<file path="src/rtl/phase_pkg.sv">
// Shared phase codes, FSM encoding and default window bases for the phase
// encoder/decoder pair.
package phase_pkg;

  localparam int unsigned COUNT_W = 8;
  localparam int unsigned PHASE_W = 2;
  localparam int unsigned SUM_W   = COUNT_W + 1;

  typedef enum logic [PHASE_W-1:0] {
    PH_READY = 2'd0,
    PH_RUN   = 2'd1,
    PH_BRAKE = 2'd2,
    PH_STOP  = 2'd3
  } phase_e;

  typedef enum logic [1:0] {
    ST_IDLE  = 2'd0,
    ST_SWEEP = 2'd1,
    ST_DONE  = 2'd2
  } state_e;

  localparam logic [COUNT_W-1:0] DEF_READY_BASE = 8'd0;
  localparam logic [COUNT_W-1:0] DEF_RUN_BASE   = 8'd64;
  localparam logic [COUNT_W-1:0] DEF_BRAKE_BASE = 8'd128;
  localparam logic [COUNT_W-1:0] DEF_STOP_BASE  = 8'd192;

  // Last count of a window; saturates at the top of the count range.
  function automatic logic [COUNT_W-1:0] window_end(input logic [COUNT_W-1:0] base,
                                                    input int unsigned span);
    logic [SUM_W-1:0] sum;
    sum = {1'b0, base} + SUM_W'(span) - SUM_W'(1);
    return sum[COUNT_W] ? '1 : sum[COUNT_W-1:0];
  endfunction

endpackage

</file>
<file path="src/rtl/step_tick.sv">
// Divide-by-DIV tick generator with synchronous clear and enable.
module step_tick #(
  parameter int unsigned DIV = 1
) (
  input  logic clk,
  input  logic reset,
  input  logic clear,
  input  logic en,
  output logic tick_c
);

  localparam int unsigned CW = (DIV > 1) ? $clog2(DIV) : 1;
  localparam logic [CW-1:0] LAST = CW'(DIV - 1);

  logic [CW-1:0] div_q;

  assign tick_c = en && (div_q == LAST);

  always_ff @(posedge clk) begin
    if (reset || clear) begin
      div_q <= '0;
    end else if (en) begin
      div_q <= tick_c ? '0 : div_q + CW'(1);
    end
  end

endmodule

</file>
<file path="src/rtl/phase_count_encoder.sv">
// Sweeps the 8-bit count through the window of a requested phase, then
// pulses done (qualified by aborted when the sweep was cut short).
module phase_count_encoder
  import phase_pkg::*;
#(
  parameter logic [COUNT_W-1:0] READY_BASE = DEF_READY_BASE,
  parameter logic [COUNT_W-1:0] RUN_BASE   = DEF_RUN_BASE,
  parameter logic [COUNT_W-1:0] BRAKE_BASE = DEF_BRAKE_BASE,
  parameter logic [COUNT_W-1:0] STOP_BASE  = DEF_STOP_BASE,
  parameter int unsigned        SPAN       = 64,
  parameter int unsigned        STEP_DIV   = 1
) (
  input  logic               clk,
  input  logic               reset,
  input  logic               req_valid,
  input  logic [PHASE_W-1:0] req_phase,
  output logic               req_ready,
  input  logic               abort,
  output logic [COUNT_W-1:0] count,
  output logic               busy,
  output logic               done,
  output logic               aborted
);

  state_e             state_q, state_n;
  logic [COUNT_W-1:0] count_n;
  logic [COUNT_W-1:0] end_q, end_n;
  logic               accept_c;
  logic               abort_hit_c;
  logic               tick_c;

  function automatic logic [COUNT_W-1:0] base_of(input logic [PHASE_W-1:0] p);
    logic [COUNT_W-1:0] b;
    case (phase_e'(p))
      PH_READY: b = READY_BASE;
      PH_RUN:   b = RUN_BASE;
      PH_BRAKE: b = BRAKE_BASE;
      default:  b = STOP_BASE;
    endcase
    return b;
  endfunction

  step_tick #(
    .DIV (STEP_DIV)
  ) u_step_tick (
    .clk    (clk),
    .reset  (reset),
    .clear  (accept_c),
    .en     (state_q == ST_SWEEP),
    .tick_c (tick_c)
  );

  // Next state and count datapath; abort outranks the step tick.
  always_comb begin
    state_n     = state_q;
    count_n     = count;
    end_n       = end_q;
    accept_c    = 1'b0;
    abort_hit_c = 1'b0;
    case (state_q)
      ST_IDLE: begin
        if (req_valid) begin
          accept_c = 1'b1;
          count_n  = base_of(req_phase);
          end_n    = window_end(base_of(req_phase), SPAN);
          state_n  = ST_SWEEP;
        end
      end
      ST_SWEEP: begin
        if (abort) begin
          abort_hit_c = 1'b1;
          state_n     = ST_DONE;
        end else if (tick_c) begin
          if (count == end_q) begin
            state_n = ST_DONE;
          end else begin
            count_n = count + COUNT_W'(1);
          end
        end
      end
      ST_DONE: state_n = ST_IDLE;
      default: state_n = ST_IDLE;
    endcase
  end

  // Outputs are flopped from the next-state decode so they align with state_q.
  always_ff @(posedge clk) begin
    if (reset) begin
      state_q   <= ST_IDLE;
      count     <= '0;
      end_q     <= '0;
      req_ready <= 1'b1;
      busy      <= 1'b0;
      done      <= 1'b0;
      aborted   <= 1'b0;
    end else begin
      state_q   <= state_n;
      count     <= count_n;
      end_q     <= end_n;
      req_ready <= (state_n == ST_IDLE);
      busy      <= (state_n != ST_IDLE);
      done      <= (state_n == ST_DONE);
      aborted   <= (state_n == ST_DONE) && abort_hit_c;
    end
  end

endmodule
</file>
<file path="config.mk">
export PLATFORM = sky130hd
export DESIGN_NAME = phase_count_encoder
export DESIGN_NICKNAME = d
export VERILOG_FILES = /design/src/rtl/phase_pkg.sv /design/src/rtl/step_tick.sv /design/src/rtl/phase_count_encoder.sv
export SDC_FILE = /design/constraint.sdc
export NUM_CORES = 1
export LEC_CHECK = 0
export CAP_MARGIN = 0
export CORE_MARGIN = 2
export CORE_UTILIZATION = 59
export CTS_CLUSTER_DIAMETER = 40
export DETAILED_ROUTE_END_ITERATION = 10
export DONT_BUFFER_PORTS = 1
export GPL_ROUTABILITY_DRIVEN = 0
export GPL_TIMING_DRIVEN = 0
export PLACE_DENSITY = 0.76
export RECOVER_POWER = 25
export SLEW_MARGIN = 20
export SYNTH_ARGS = -nofsm -noshare
export SYNTH_HDL_FRONTEND = slang
export SYNTH_HIERARCHICAL = 1
export SYNTH_SLANG_ARGS = --single-unit
</file>
<file path="constraint.sdc">
create_clock -name clk -period 2.7 [get_ports clk]
set_clock_uncertainty 0.1 [all_clocks]
set_input_delay 0.135 -clock clk [delete_from_list [all_inputs] [get_ports clk]]
set_output_delay 0.135 -clock clk [all_outputs]
set_load 0.1 [all_outputs]
</file>
### After elaboration in Yosys (flattened, before gate mapping)

Index checks and enable logic that the tools add are counted.
W data, S select, Z words.

| cells by class | value |
|---|---|
| bitwise gates (word level) | 1 |
| add/sub/neg operators | 4 |
| reductions and logical operators | 10 |
| muxes and demuxes | 18 |
| equality and inequality tests | 9 |

Operators with widths:

| operator | number |
|---|---|
| $mux W8 | 6 |
| $pmux W8 S3 | 1 |
| $pmux W8 S2 | 1 |
| $add A8 B7 Y9 const B | 1 |
| $sub A9 B1 Y9 const B | 1 |
| $add A8 B1 Y8 const B | 1 |
| $eq A8 B8 Y1 | 1 |
| $mux W2 | 4 |
| $ne A2 B2 Y1 const B | 4 |
| $logic_not A2 Y1 | 3 |
| $mux W1 | 5 |
| $reduce_and A5 Y1 | 1 |
| $eq A2 B1 Y1 const B | 2 |
| $eq A2 B2 Y1 const B | 2 |
| $pmux W2 S2 | 1 |
| $reduce_bool A2 Y1 | 2 |
| $logic_and A1 B1 Y1 | 2 |
| $reduce_and A2 Y1 | 1 |
| $add A1 B1 Y1 const B | 1 |
| $logic_or A1 B1 Y1 | 1 |
| $not A1 Y1 | 1 |

| word-level totals | value |
|---|---|
| register bits after elaboration | 23 |
| output and inout port bits | 12 |
| input bits | 6 |

### Depth between registers and ports, before layout

| logic depth | value |
|---|---|
| depth in word-level cells | 7 |
| depth in mapped cells | 9 |
| depth with buffers taken out | 8 |

### By module

Netlist, hierarchy kept.

By module, submodules not included:

| module | times used | area an instance (um^2) | cells an instance |
|---|---|---|---|
| phase_count_encoder | 1 | 817.0 | 97 |
| step_tick | 1 | 41.3 | 3 |

### Worst setup path after synthesis

OpenSTA, ideal clock, no wires.

| path | value |
|---|---|
| kind | flip-flop to flip-flop |
| start point | register count[2] |
| end point | register count[6] |
| data arrival time | 2.151 ns |
| stages on the path, launching flop included | 6 |
| setup slack | 0.330 ns |
| data required time | 2.480 ns |
| path buffers | 0 |
| setup time | 0.120 ns |
| cells stage by stage | dfxtp_1 and4_4 a22oi_2 o31ai_4 a21oi_1 o221a_2 |

| between the ends | value |
|---|---|
| longest elaborated chain between the ends | 5 |
| elaborated cells between the ends (all ways) | 8 |
| those cells by class | 1 x add/sub; 2 x eq/ne; 4 x mux; 1 x reduce/logical |

RTL lines:

| what | line | RTL |
|---|---|---|
| start: declaration | phase_count_encoder.sv:19 | `output logic [COUNT_W-1:0] count,` |
| start signal: assignment | phase_count_encoder.sv:98 | `count <= count_n;` |
| $add A8 B1 Y8 | phase_count_encoder.sv:77 | `count_n = count + COUNT_W'(1);` |
| $mux W8 | phase_count_encoder.sv:74 | `if (count == end_q) begin` |
| $mux W8 | phase_count_encoder.sv:73 | `end else if (tick_c) begin` |
| $mux W8 | phase_count_encoder.sv:70 | `if (abort) begin` |
| $pmux W8 S2 | phase_count_encoder.sv:60 | `case (state_q)` |

Parallel ways exist; a longest one is shown, timed or not. The select of a mux whose other input is x is not followed.
A chain may end at the register's enable or synchronous reset.

### Worst setup path after layout

Ends and elaborated chain as after synthesis.

==> impl_table.tex <==
\begin{tabular}{lr}
\hline
Metric & Value \\
\hline
\multicolumn{2}{l}{\textbf{CTS}} \\
\quad Clock insertion delay at the later pin of the skew report & 290 ps \\
\quad Number of buffers added by the clock tree synthesis step & 3 \\
\quad Deepest clock path buffer count & 2 \\
\quad CTS tree & yes \\
\quad Clock root cell & sky130\_fd\_sc\_hd\_\_clkbuf\_4 \\
\quad Htree depth & 1 \\
\quad Clock sink total & 18 \\
\quad Clock transition at the register clock pins on the worst setup and hold paths after CTS & 100 ps \\
\multicolumn{2}{l}{\textbf{Drt}} \\
\quad Remaining antenna violation count & 0 \\
\quad Remaining DRCs & 0 \\
\quad DR vias & 758 \\
\quad First drt pass iteration count & 4 \\
\quad Post-detailed-route via-to-cell ratio & 6.16 \\
\quad Drt initial violations & 22 \\
\quad Routed length per placed instance & 15.0 um \\
\quad Total wire length after detailed routing & 1.85 mm \\
\multicolumn{2}{l}{\textbf{Worst setup path}} \\
\quad Critical path class & flop to flop \\
\quad Arr. time, crit path & 2640 ps \\
\quad Critical path capture point type & flop \\
\quad Data required time of the critical path & 2790 ps \\
\quad Number of cells on the worst reg-to-reg path & 5 \\
\quad Max FO, Critical Path & 8 \\
\quad Startpoint types & flop \\
\multicolumn{2}{l}{\textbf{Die}} \\
\quad Top-Level Pins & 18 \\
\quad Die Span X & 42.1 um \\
\quad Y dimension of the die & approximately 42 um \\
\quad Area of the core & 1330 sq um \\
\quad Floorplan die area & 1780 sq um \\
\quad Initial standard-cell utilization of the core & 0.644 \\
\quad Number of rows in the core area & 13 \\
\multicolumn{2}{l}{\textbf{Logic synthesis}} \\
\quad Synthesized netlist cell count & 100 \\
\quad Flops \& latches, synth & 18 \\
\quad Post-synthesis instance area & 858 sq um \\
\quad Syn Nets & 107 \\
\quad Cell variety after synth & 35 \\
\quad Leading cell types by total area after synthesis & sky130\_fd\_sc\_hd\_\_dfxtp\_1, sky130\_fd\_sc\_hd\_\_a21oi\_1, sky130\_fd\_sc\_hd\_\_nand2\_1 \\
\quad Cell type with the largest total area after synthesis & sky130\_fd\_sc\_hd\_\_dfxtp\_1 \\
\quad Syn\_area\_per\_cell & 8.58 sq um \\
\quad Yosys top cell area share & 0.420 \\
\quad Number of warnings printed during yosys synthesis & 6 \\
\quad Sequential area share after synthesis & 0.420 \\
\multicolumn{2}{l}{\textbf{Placed design}} \\
\quad Worst slack after detailed placement & between 150 and 200 ps \\
\quad Post-placement cell area & 877 sq um \\
\quad Number of placed instances, taps included & $\sim$120 \\
\quad Number of buffers added on ports & 0 \\
\quad Placed wire-length estimate after detailed placement & 1.33 mm \\
\multicolumn{2}{l}{\textbf{Pwr}} \\
\quad Worst supply voltage drop on vdd & between 0.4 and 0.5 mV \\
\quad Total Power Consumption & 603 uW \\
\quad PwrDens & 633 nW/um\^{}2 \\
\quad Total leakage power & 0.354 nW \\
\multicolumn{2}{l}{\textbf{Final layout}} \\
\quad Summed area of non-filler cells in the final layout & around 950 sq um \\
\quad Final standard cell count with taps included and fillers excluded & 123 \\
\quad Fill cell count & 111 \\
\quad Multi-input combinational cell area & roughly 470 sq um \\
\quad Post-layout net count & 116 \\
\quad Register Area & between 300 and 400 sq um \\
\quad Inserted Diodes & 0 \\
\quad Area growth from synthesis to layout & 11.1\% \\
\quad Ratio of cells with drive above 1 in the final layout & 0.139 \\
\multicolumn{2}{l}{\textbf{Timing}} \\
\quad Total count of hold-check failures in the final report & 0 \\
\quad Max Clk Rate & 392 MHz \\
\quad Number of pins exceeding their max-slew limit in the final report & 0 \\
\quad Number of setup violations in the final report & 0 \\
\quad Worst setup margin & 151 ps \\
\quad Shortest clock period the worst path allows after layout & around 2500 ps \\
\quad Setup TNS & 0 ps \\
\quad Ratio of final minimum period to clock period & 0.944 \\
\quad Max\_slew headroom & 0.225 \\
\quad Unrepaired setup endpoints after global routing & false \\
\quad Slew at the pin with the worst max-slew slack & 1160 ps \\
\multicolumn{2}{l}{\textbf{Global route}} \\
\quad Global route hottest layer & met2 \\
\quad Number of global-route vias before repair & between 700 and 800 \\
\quad Routing usage on met2 & 0.378 \\
\quad Antenna violations before repair & 0 \\
\quad GRT met3 Usage & 0.0948 \\
\quad Grt met1 use & 0.310 \\
\quad Overall Global Routing Usage & 0.238 \\
\quad Global-route wire length before repair & roughly 3.3 mm \\
\quad GRT overflow & 0 \\
\quad Largest net degree at the start of global routing & 11 \\
\multicolumn{2}{l}{\textbf{Hold path}} \\
\quad Cell count of the worst hold path & 2 \\
\quad Hold/Removal Path Class & input pin to flop \\
\multicolumn{2}{l}{\textbf{Run}} \\
\quad Max Cap Violations & 0 \\
\multicolumn{2}{l}{\textbf{Run status}} \\
\quad Status & complete, no violations \\
\hline
\end{tabular}
-- metal layers --
layer / part of all wire / vias up / wire, um
li1: - / 386 / -
met5: 0 / - / 0
met1: 0.47 / 344 / 862
met3: 0.062 / 2 / 115
met4: 0.0076 / 0 / 14
met2: 0.46 / 26 / 856
-- sequential cells by signal, indices dropped and copies added, names as in the netlist --
| signal | flops |
|---|---|
| end_q | 3 |
| req_ready | 1 |
| busy | 1 |
| count | 8 |
| aborted | 1 |
| done | 1 |
| u_step_tick/div_q | 1 |
| state_q | 2 |
-- Yosys cell counts, drive strengths merged --
cell,instances
nor2b,2
and4,1
and3,3
nand2b,2
nand3,6
a21oi,12
inv,4
a22oi,1
o31ai,1
clkinv,1
o221a,1
nor3,6
a21o,1
a31oi,2
a22o,1
nand2,9
o21ai,5
or4,1
nor2,9
nand3b,1
a31o,1
nor4b,2
buf,1
ha,1
clkbuf,1
dfxtp,18
a21bo,1
or3,1
xnor2,2
o211ai,2
o32ai,1
-- metrics by stage --
stage,utilization,hold slack [ps]
2_1_floorplan,-,108
3_3_place_gp,0.658,110
3_5_place_dp,0.658,111
4_1_cts,0.715,11.7
5_1_grt,0.715,11.8
6_report,0.715,14.7
-- kinds of logic (layout without fill, tap and decap cells) --
logic type | after synthesis | count (layout) | share of synthesized area
AOI/OAI and AO/OA | 29 | 29 | 0.245
xor gates and xnor gates | 2 | 2 | 0.0204
DFF | 18 | 18 | 0.420
adders and majority gates | 1 | 1 | 0.0146
and+or+nand+nor | 43 | 43 | 0.268
buffers and inverters | 7 | 15 | 0.0321
-- cells in the final DEF, fill, tap and decap left out, types with 2 or more instances in the layout --
cell type and n:
sky130_fd_sc_hd__a31oi_1 2, sky130_fd_sc_hd__clkbuf_4 3, sky130_fd_sc_hd__nand3_1 6, sky130_fd_sc_hd__and3_1 3, sky130_fd_sc_hd__o21ai_0 5, sky130_fd_sc_hd__dfxtp_1 18, sky130_fd_sc_hd__nand2b_1 2, sky130_fd_sc_hd__inv_1 4
sky130_fd_sc_hd__nand2_1 9, sky130_fd_sc_hd__nor2_1 8, sky130_fd_sc_hd__nor2b_1 2, sky130_fd_sc_hd__a21oi_1 11, sky130_fd_sc_hd__dlygate4sd3_1 4, sky130_fd_sc_hd__nor3_1 6, sky130_fd_sc_hd__xnor2_1 2
-- worst max-delay path, cell delays in order, from the launching register on --
cell and delay (ps):
sky130_fd_sc_hd__dfxtp_1 1060, sky130_fd_sc_hd__and4_4 440, sky130_fd_sc_hd__a22oi_2 120, sky130_fd_sc_hd__o31ai_4 390, sky130_fd_sc_hd__a21oi_1 80, sky130_fd_sc_hd__o221a_2 250
-- final cells by class --
| class | count | area share |
|---|---|---|
| multi-input combinational | 75 | 0.493 |
| sequential | 18 | 0.378 |
| timing repair buffer | 4 | 0.0420 |
| clock buffer | 4 | 0.0381 |
| inverter | 5 | 0.0197 |
| tap | 15 | 0.0197 |
| buffer | 2 | 0.00919 |
-- power by group --
| group | switching, mW | internal (mW) | total (mW) |
|---|---|---|---|
| registers | 0.0745 | 0.279 | 0.354 |
| clock network | 0.0795 | 0.0822 | 0.162 |
| logic | 0.0519 | 0.0359 | 0.0877 |
| total | 0.206 | 0.397 | 0.603 |
-- what timing repair did --
action,CTS,global route
resized for setup,0,0
setup buffers,0,0
hold buffers,4,0
endpoints found under the hold margin,10,0
-- path summary, 6_finish.rpt --
path                         start                    end  slack (ps)
max          count[2]$_SDFFE_PP0P_  count[6]$_SDFFE_PP0P_         150
min                          reset  count[1]$_SDFFE_PP0P_          10
max reg2reg  count[2]$_SDFFE_PP0P_  count[6]$_SDFFE_PP0P_         150
min reg2reg  end_q[7]$_SDFFE_PP0P_  end_q[7]$_SDFFE_PP0P_         400
Note: power is estimated with default switching activity, not from simulation.
